$ cat src/rtl/spi_adc4ch.sv
// -----------------------------------------------------------------------------
// spi_adc4ch
// Scan controller for a 4-channel 12-bit SPI ADC (MCP3204-style, 24-bit
// byte-mode frame). A rising edge on button_i starts one scan of channels
// 0..3. Each frame's 12-bit result is staged. After the fourth frame, all four
// outputs update together and eos_o pulses for one cycle.
//
// Parameters:
//   CLK_DIV   dclk_o half-period in clk_i cycles (>= 2)
//   CS_GAP    clk_i cycles that cs_o stays high between frames (>= 1)
//
// Ports:
//   clk_i              system clock
//   rst_i              synchronous active-high reset
//   button_i           scan request (rising edge)
//   miso_i             ADC serial data out
//   mosi_o             ADC serial data in
//   dclk_o             SPI clock, mode 0
//   cs_o               ADC chip select, active-low
//   eos_o              end-of-scan, one-cycle pulse
//   doutch0_o..3_o     last completed conversion, channels 0..3
//
// Build option:
//   SPI_ADC4CH_BTN_SYNC_EN  when defined, button_i passes through a 2-flop
//                           synchronizer before edge detection (+2 cycles of
//                           start latency). When undefined, it is used directly.
// -----------------------------------------------------------------------------
module spi_adc4ch #(
    parameter int CLK_DIV = 20,
    parameter int CS_GAP  = 40
) (
    input  logic        clk_i,
    input  logic        rst_i,
    input  logic        button_i,
    input  logic        miso_i,
    output logic        mosi_o,
    output logic        dclk_o,
    output logic        cs_o,
    output logic        eos_o,
    output logic [11:0] doutch0_o,
    output logic [11:0] doutch1_o,
    output logic [11:0] doutch2_o,
    output logic [11:0] doutch3_o
);

    typedef enum logic [1:0] {
        ST_IDLE  = 2'd0,
        ST_FRAME = 2'd1,
        ST_GAP   = 2'd2,
        ST_DONE  = 2'd3
    } state_t;

    localparam logic [15:0] DIV_LAST = 16'(CLK_DIV - 1);
    localparam logic [15:0] GAP_LAST = 16'(CS_GAP - 1);

    // Command word for a single-ended conversion of channel ch, MSB first.
    function automatic logic [23:0] f_mosi_word(input logic [1:0] ch);
        return {5'b00000, 1'b1, 1'b1, 1'b0, ch, 14'b0};
    endfunction

    state_t      r_state;
    state_t      w_state_nxt;

    logic        r_btn_q;
    logic        r_mosi;
    logic        r_dclk;
    logic        r_cs;
    logic        r_eos;
    logic [15:0] r_cnt;
    logic [4:0]  r_bit;
    logic [1:0]  r_ch;
    logic [11:0] r_shift;
    logic [11:0] r_stage [4];
    logic [11:0] r_dout0;
    logic [11:0] r_dout1;
    logic [11:0] r_dout2;
    logic [11:0] r_dout3;

    logic        w_btn;
    logic        w_start;
    logic        w_phase_end;
    logic        w_frame_end;
    logic        w_gap_end;
    logic [4:0]  w_bit_nxt;
    logic [1:0]  w_ch_nxt;
    logic [23:0] w_word;
    logic [23:0] w_word_ch0;
    logic [23:0] w_word_nxt;

`ifdef SPI_ADC4CH_BTN_SYNC_EN
    logic [1:0] r_btn_sync;

    // Two-flop synchronizer for the asynchronous push-button.
    always_ff @(posedge clk_i) begin
        if (rst_i) begin
            r_btn_sync <= 2'b00;
        end else begin
            r_btn_sync <= {r_btn_sync[0], button_i};
        end
    end

    assign w_btn = r_btn_sync[1];
`else
    assign w_btn = button_i;
`endif

    assign w_start     = w_btn & ~r_btn_q;
    assign w_phase_end = (r_state == ST_FRAME) && (r_cnt == DIV_LAST);
    assign w_frame_end = w_phase_end && r_dclk && (r_bit == 5'd23);
    assign w_gap_end   = (r_state == ST_GAP) && (r_cnt == GAP_LAST);
    assign w_bit_nxt   = r_bit + 5'd1;
    assign w_ch_nxt    = r_ch + 2'd1;
    assign w_word      = f_mosi_word(r_ch);
    assign w_word_ch0  = f_mosi_word(2'd0);
    assign w_word_nxt  = f_mosi_word(w_ch_nxt);

    // State register.
    always_ff @(posedge clk_i) begin
        if (rst_i) begin
            r_state <= ST_IDLE;
        end else begin
            r_state <= w_state_nxt;
        end
    end

    // Next-state logic; starts are only honoured in IDLE, so busy edges are dropped.
    always_comb begin
        w_state_nxt = r_state;
        case (r_state)
            ST_IDLE: begin
                if (w_start) begin
                    w_state_nxt = ST_FRAME;
                end else begin
                    w_state_nxt = ST_IDLE;
                end
            end
            ST_FRAME: begin
                if (w_frame_end) begin
                    if (r_ch == 2'd3) begin
                        w_state_nxt = ST_DONE;
                    end else begin
                        w_state_nxt = ST_GAP;
                    end
                end else begin
                    w_state_nxt = ST_FRAME;
                end
            end
            ST_GAP: begin
                if (w_gap_end) begin
                    w_state_nxt = ST_FRAME;
                end else begin
                    w_state_nxt = ST_GAP;
                end
            end
            ST_DONE: begin
                w_state_nxt = ST_IDLE;
            end
            default: begin
                w_state_nxt = ST_IDLE;
            end
        endcase
    end

    // SPI datapath: pin registers, phase/bit counters, capture and staging.
    always_ff @(posedge clk_i) begin
        if (rst_i) begin
            r_btn_q    <= 1'b0;
            r_mosi     <= 1'b0;
            r_dclk     <= 1'b0;
            r_cs       <= 1'b1;
            r_eos      <= 1'b0;
            r_cnt      <= 16'd0;
            r_bit      <= 5'd0;
            r_ch       <= 2'd0;
            r_shift    <= 12'd0;
            r_stage[0] <= 12'd0;
            r_stage[1] <= 12'd0;
            r_stage[2] <= 12'd0;
            r_stage[3] <= 12'd0;
            r_dout0    <= 12'd0;
            r_dout1    <= 12'd0;
            r_dout2    <= 12'd0;
            r_dout3    <= 12'd0;
        end else begin
            r_btn_q <= w_btn;
            r_eos   <= 1'b0;
            case (r_state)
                ST_IDLE: begin
                    if (w_start) begin
                        r_cs   <= 1'b0;
                        r_dclk <= 1'b0;
                        r_mosi <= w_word_ch0[23];
                        r_cnt  <= 16'd0;
                        r_bit  <= 5'd0;
                        r_ch   <= 2'd0;
                    end
                end
                ST_FRAME: begin
                    if (w_phase_end) begin
                        r_cnt <= 16'd0;
                        if (!r_dclk) begin
                            // Rising dclk: sample MISO. Only the last 12 samples
                            // survive in the shift register, which is the result.
                            r_dclk  <= 1'b1;
                            r_shift <= {r_shift[10:0], miso_i};
                        end else if (r_bit == 5'd23) begin
                            r_dclk        <= 1'b0;
                            r_cs          <= 1'b1;
                            r_mosi        <= 1'b0;
                            r_stage[r_ch] <= r_shift;
                            if (r_ch == 2'd3) begin
                                // Outputs and eos become visible together in the
                                // DONE cycle; channel 3 comes straight from the
                                // shifter because its stage is written this edge.
                                r_eos   <= 1'b1;
                                r_dout0 <= r_stage[0];
                                r_dout1 <= r_stage[1];
                                r_dout2 <= r_stage[2];
                                r_dout3 <= r_shift;
                            end
                        end else begin
                            r_dclk <= 1'b0;
                            r_bit  <= w_bit_nxt;
                            r_mosi <= w_word[5'd23 - w_bit_nxt];
                        end
                    end else begin
                        r_cnt <= r_cnt + 16'd1;
                    end
                end
                ST_GAP: begin
                    if (w_gap_end) begin
                        r_cs   <= 1'b0;
                        r_mosi <= w_word_nxt[23];
                        r_cnt  <= 16'd0;
                        r_bit  <= 5'd0;
                        r_ch   <= w_ch_nxt;
                    end else begin
                        r_cnt <= r_cnt + 16'd1;
                    end
                end
                ST_DONE: begin
                    r_cnt <= 16'd0;
                end
                default: begin
                    r_cnt <= 16'd0;
                end
            endcase
        end
    end

    assign mosi_o    = r_mosi;
    assign dclk_o    = r_dclk;
    assign cs_o      = r_cs;
    assign eos_o     = r_eos;
    assign doutch0_o = r_dout0;
    assign doutch1_o = r_dout1;
    assign doutch2_o = r_dout2;
    assign doutch3_o = r_dout3;

endmodule

$ cat config.mk
export PLATFORM = sky130hd
export DESIGN_NAME = spi_adc4ch
export DESIGN_NICKNAME = d
export VERILOG_FILES = /design/src/rtl/spi_adc4ch.sv
export SDC_FILE = /design/constraint.sdc
export NUM_CORES = 1
export LEC_CHECK = 0
export ABC_CLOCK_PERIOD_IN_PS = 4800
export BUFFER_PORTS_ARGS = -buffer_cell sky130_fd_sc_hd__clkbuf_2
export CELL_PAD_IN_SITES_DETAIL_PLACEMENT = 1
export CELL_PAD_IN_SITES_GLOBAL_PLACEMENT = 2
export CORE_UTILIZATION = 39
export DETAILED_ROUTE_END_ITERATION = 12
export HOLD_SLACK_MARGIN = 0.06
export PLACE_DENSITY_LB_ADDON = 0.1
export SLEW_MARGIN = 10
export SYNTH_ARGS = -nofsm -noshare
export SYNTH_HDL_FRONTEND = slang
export SYNTH_SLANG_ARGS = --single-unit
$ cat constraint.sdc
create_clock -name clk_i -period 4.8 [get_ports clk_i]
set_clock_uncertainty 0.15 [all_clocks]
set_input_delay 0.24 -clock clk_i [delete_from_list [all_inputs] [get_ports clk_i]]
set_output_delay 0.24 -clock clk_i [all_outputs]
set_load 0.05 [all_outputs]
==> results of run 1 <==
-- power breakdown --
part | switching, mW | leakage [nW] | internal (mW) | total (mW)
combinational | 0.0564 | 0.870 | 0.0177 | 0.0741
clock | 0.467 | 0.282 | 0.763 | 1.23
sequential | 0.00727 | 1.07 | 1.11 | 1.12
-- metrics by stage --
stage	util	setup slack [ps]
3_5_place_dp	0.436	1480
2_1_floorplan	-	2270
5_1_grt	0.483	1100
6_report	0.483	1500
3_3_place_gp	0.436	1670
4_1_cts	0.483	1470
-- critical path, delay by kind of cell, from the launching register on --
| family | cells | cell delay [ps] |
|---|---|---|
| and+or+nand+nor | 5 | 2190 |
| DFF | 1 | 360 |
| adders and majority gates | 1 | 270 |
-- metal layers --
layer,vias up,GRT usage
li1,2005,-
met1,1960,0.272
met2,65,0.324
met3,16,0.0433
met4,0,0.0861
met5,-,0
-- final cells by class --
cell class	count	share of cell area
tap	172	0.0349
sequential	126	0.468
clock inverter	10	0.0142
clock buffer	22	0.0785
multi-input combinational	387	0.347
timing repair buffer	62	0.0540
inverter	6	0.00365
-- logic make-up (layout without fill, tap and decap cells) --
logic type,after synthesis,count (layout),synth area share
DFF,126,126,0.556
buffers and inverters,38,100,0.0307
adders and majority gates,8,8,0.0193
xor gates and xnor gates,12,12,0.0203
AOI/OAI and AO/OA,100,100,0.116
muxes,1,1,0.00217
and+or+nand+nor,266,266,0.255
-- what timing repair did --
item | in CTS | in global routing
endpoints found under the setup margin | 0 | 0
buffers inserted | 0 | 0
hold buffers | 2 | 0
resized for setup | 0 | 0
endpoints found under the hold margin | 2 | 0
-- final timing paths --
| kind | from | to | slack (ps) | cells after the start |
|---|---|---|---|---|
| setup reg to reg | r_cnt[0] | r_stage[2][7] | 1500 | 6 |
| setup / recovery | r_cnt[0] | r_stage[2][7] | 1500 | 6 |
| hold / removal | doutch1_o[8] | doutch1_o[8] | 300 | 2 |
| hold reg to reg | doutch1_o[8] | doutch1_o[8] | 300 | 2 |
-- sequential cells by signal (all words and copies together), names as in the netlist --
register   count
cs_o           1
dclk_o         1
doutch0_o     12
doutch1_o     12
doutch2_o     12
doutch3_o     12
eos_o          1
mosi_o         1
r_bit          5
r_btn_q        1
r_ch           2
r_cnt         16
r_shift       12
r_stage       36
r_state        2
-- layout by cell type, fill, tap and decap left out, types with 6 or more instances in the layout --
cell       instances
nand4_1            6
nor3_1            13
xnor2_1            6
o21ai_0            8
clkbuf_2          55
edfxtp_1          36
nor2_1            18
ha_1               8
and2_1            40
dfxtp_1           90
clkbuf_16         17
inv_1              6
nand3_1            7
nand2_1          139
a21oi_1           68
xor2_1             6
==> impl_metrics.toml, run 1 <==
[place]
post_dp_cell_area_mm2 = 0.00557
dp_hpwl_um = 8630
io_buffers = 55
gp_congestion = 0.752
dpl.cell_count = 751

[drt]
wirelength_um = 12900
final_antenna_net_count = 0
num_vias = 4046
wl_met1_um = 6210
met3_length_um = 442
drt-initial-drc-count = 151
dr.pass1.iters = 4
drc = 0
wl_met2_um = 6000
drt-vias-per-instance = 5.15
top_layer = "met4"
wl_per_cell_um = 16.4

[clock_tree]
cts_buffers = 17
cts.clk_slew.worst_paths_ps = 50
clock_latency_ps = 410
cts.sinks = 126
root_buffer = "clkbuf_16"
htree_levels = 4
max-clock-path-buffers = 2
cts_tree = "yes"

[finish]
drive_gt1_frac = 0.171
nets = 612
regArea_mm2 = 0.00288
nFillCells = 1454
fin_area_mm2 = 0.00616
multi_input_area_mm2 = 0.00214
instances_no_fill = 785
n_antenna_cell = 0
synthToLayoutAreaGrowth_pct = 19.0

[setup_path]
cp-start-kind = "flop"
criticalPathCategory = "reg -> reg"
critPathArrivalTime_ps = 3240
slowest_stage = "nor4b_2"
crit_path_end_kind = "flop"
critical_path.cell_chain = "ha_1, nor4bb_1, nand2_1, or3_1, nor4b_2, or2_2"
required_ps = 4740
worstPathMaxFanout = 13
max_stage_delay_ps = 690

[logic_synthesis]
ys_ff_latch = 126
synth-main-ff-cell = "dfxtp_1"
synth_top_area_cell = "dfxtp_1"
synthTopCellsByArea = "dfxtp_1 35%, edfxtp_1 21%, nand2_1 10%"
synth.cell_area_mm2 = 0.00518
netlist.area_leader.share = 0.348
synthTopCellsByCount = "139 x nand2_1, 90 x dfxtp_1, 68 x a21oi_1"
avgSynthCellArea_um2 = 9.40
yosys_warnings = 0
ys_types = 57
synth_edf_count = 36
synthArstFlopShare = 0
synth_most_common_cell = "nand2_1"
syn_inst = 551
synth_nets = 563
yosysSeqAreaShare = 0.556

[timing]
setup_viol = 0
relSlewSlack = 0.349
fmax_ghz = 0.303
timing.hold.ws_ps = 301
slew_viol_final = 0
tns_ps = 0
rsz0062_at_grt = "false"
post-route-period-util = 0.687
period_minus_slack_ps = 3300
hold_violations = 0
tightestPinTransition_ps = 976

[grt]
grt_pass1_wl_um = 21000
grt_pass1_vias = 4008
grt_max_degree = 49
grt_usage = 0.205
antenna_found_initial = 0
overflow = 0

[hold_path]
hold_path_class = "reg -> reg"

[floorplan]
die_w_um = 117
dieHeight_um = 117
coreArea_mm2 = 0.0128
num_rows = 41
start_util = 0.406
die_area_mm2 = 0.0137
ios = 56

[run_status]
status = "finished, final reports clean"

[pwr]
ir_drop_mv = 0.221
total_power_mw = 2.42
p_leak_nw = 2.23
power_density_mw_per_mm2 = 393

[flow_run]
maxCapViolations = 0
No activity file was read; power rests on OpenSTA's default activity.
==> run 2: changes to the inputs <==
Settings changed: ABC_AREA from default to 1, ABC_CLOCK_PERIOD_IN_PS 4800 to 3400, CORE_UTILIZATION 39 to 35.
Clock period 4.8 ns to 3.4 ns, I/O delays scaled along.
==> run 2 against run 1 <==
  * Register-to-register slack worse by 880 ps
  * Setup slack worse by 880 ps
  * Highest routed layer unchanged
  * Critical path type unchanged
  * Sequential cell count stayed put
  * Count of clock-buffer cells in the layout is 3 lower
==> impl_metrics.toml, run 2 <==
[logic_synthesis]
synth_edf_count = 36
synth_top_family_by_area = "simple AND/OR/NAND/NOR gates"
synthTopCellsByArea = "dfxtp_1 33%, edfxtp_1 20%, nor2_1 9.5%"
synthAdderAreaFrac = 0.0186
synthTopCellsByCount = "136 x nor2_1, 90 x dfxtp_1, 77 x nand2_1"
syn_inst = 650
avgSynthCellArea_um2 = 8.28
ys_ff_latch = 126
synth_mux_area_frac = 0
yosys.area_share.simple = 0.207
synth_xor_area_frac = 0.00651
synth-main-ff-cell = "dfxtp_1"
ys_types = 35
netlist.area_leader.share = 0.335
yosys_warnings = 0
synth_most_common_cell = "nor2_1"
synth_nets = 662
synth_top_area_cell = "dfxtp_1"
synth.cell_area_mm2 = 0.00538
synthArstFlopShare = 0
yosysSeqAreaShare = 0.535
synth-compound-area-share = 0.155

[drt]
num_vias = 4369
dr.pass1.iters = 4
drt-vias-per-instance = 4.87
drc = 0
drt-initial-drc-count = 214
wl_per_cell_um = 15.2
final_antenna_net_count = 0
wirelength_um = 13700

[timing]
slew_viol_final = 0
tns_ps = 0
hold_violations = 0
tightestPinTransition_ps = 678
setup_viol = 0
fmax_ghz = 0.360
rsz0062_at_grt = "false"
post-route-period-util = 0.816
relSlewSlack = 0.547
period_minus_slack_ps = 2780
timing.hold.ws_ps = 327

[hold_path]
hold_path_class = "reg -> reg"
min_delay_path_depth = 2
hold-path-endpoint = "doutch2_o[7]"
hold_start = "doutch2_o[7]"

[setup_path]
crit_buf_inv = 1
required_ps = 3300
criticalPathCategory = "reg -> reg"
r2r_cells = 9
max_stage_delay_ps = 500
slowest_stage = "nand2_1"
crit_path_end_kind = "flop"
worstPathMaxFanout = 23
cp-start-kind = "flop"
cp_top_family = "simple AND/OR/NAND/NOR gates"
r2r_start = "r_bit[0]"
timing.rr.end = "r_stage[0][1]"
critPathArrivalTime_ps = 2680
regToRegSetupSlack_ps = 620
critical_path.cell_chain = "ha_1, nand2_1, nor2_2, nand2_2, nor2_4, nand2_2, clkinv_4, nand4_2, nand2_1"

[grt]
grt_usage = 0.185
grt_pass1_vias = 4389
grt_max_degree = 50
overflow = 0
antenna_found_initial = 0
grt_pass1_wl_um = 22700

[place]
post_dp_cell_area_mm2 = 0.00575
io_buffers = 55
dpl.cell_count = 861
gp_congestion = 0.806
dp_hpwl_um = 9670

[finish]
nets = 712
reg_top3 = "r_stage (36), r_cnt (16)"
largest_reg_flops = 36
final_common_cell = "nor2_1"
drive_gt1_frac = 0.174
instances_no_fill = 897
regMostFlops = "r_stage"
n_antenna_cell = 0
most-common-layout-cells = "136 x nor2_1, 90 x dfxtp_1, 77 x nand2_1, 66 x a21oi_1, 61 x o21ai_0"
fin_util = 0.429
fin_area_mm2 = 0.00633
synthToLayoutAreaGrowth_pct = 17.7

[run_status]
status = "finished, final reports clean"

[clock_tree]
htree_levels = 4
clock_latency_ps = 420
cts.clk_slew.worst_paths_ps = 60
root_buffer = "clkbuf_16"
cts_tree = "yes"
cts_setup_buffers = 0
cts.sinks = 126
cts_buffers = 17
max-clock-path-buffers = 2
cts_resized = 0

[pwr]
p_leak_nw = 2.44
power_density_mw_per_mm2 = 550
ir_drop_mv = 0.353

[floorplan]
num_rows = 44
dieHeight_um = 126
start_util = 0.365
coreArea_mm2 = 0.0148
die_w_um = 126
die_area_mm2 = 0.0159
ios = 56

[flow_run]
maxCapViolations = 0
-- run 2: cell count changes after synthesis, moves of 21 or more --
cell     before  now
nor2_1       18  136
and2_1       40    0
o21ai_0       8   61
inv_1         6   53
nand3_1       7   28
nand2_1     139   77
-- run 2: worst max-delay path by stage --
stage              from        endpoint  slack [ps]  cells after the start
3_5_place_dp   r_bit[0]   r_stage[0][8]         590                      9
3_3_place_gp   r_bit[0]  r_stage[0][10]         800                      9
6_report       r_bit[0]   r_stage[0][1]         620                      9
4_1_cts        r_bit[0]   r_stage[0][4]         570                      9
5_1_grt        r_bit[0]   r_stage[1][2]         380                      9
2_1_floorplan  r_bit[0]   r_stage[2][0]        1200                     10
-- run 2: stage by stage --
step                      setup WS [ps]  total power [mW]
after floorplan                    1200              1.79
after global placement              798              1.85
after detailed placement            591              1.85
after CTS                           574              3.53
after global routing                383              3.63
final                               625              3.48
-- run 2: cell families (layout without fill, tap and decap cells) --
group / count (synthesis) / in the layout
buffers and inverters: 93 / 156
DFF: 126 / 126
AOI/OAI and AO/OA: 155 / 155
adders and majority gates: 8 / 8
and+or+nand+nor: 264 / 264
xor gates and xnor gates: 4 / 4
-- run 2: layout make-up --
cell class | instances | area (um2)
multi-input combinational | 431 | 2090
sequential | 126 | 2880
timing repair buffer | 66 | 368
clock inverter | 13 | 88.8
fill | 1779 | 8420
tap | 184 | 230
clock buffer | 19 | 454
inverter | 58 | 223
-- run 2: routing by layer --
metal,share of wire,wire (um),global-route usage
met3,0.031,424,0.0357
met2,0.49,6760,0.318
met4,0.016,218,0.0723
met1,0.46,6260,0.228
met5,0,0,0
-- run 2: what timing repair did --
action	in CTS	in global routing
endpoints found under the setup margin	0	0
hold buffers	4	0
endpoints found under the hold margin	11	0
-- run 2: report_power, final --
part	switching (mW)	internal (mW)	total [mW]
clock network	0.690	0.972	1.66
logic	0.152	0.0637	0.216
registers	0.0229	1.58	1.60
total	0.865	2.62	3.48
-- run 2: tightest hold or removal path, delay by kind of cell (launching register included) --
kind	cells	cell delay, ps
compound gates	1	40
flops	1	320
simple gates	1	80
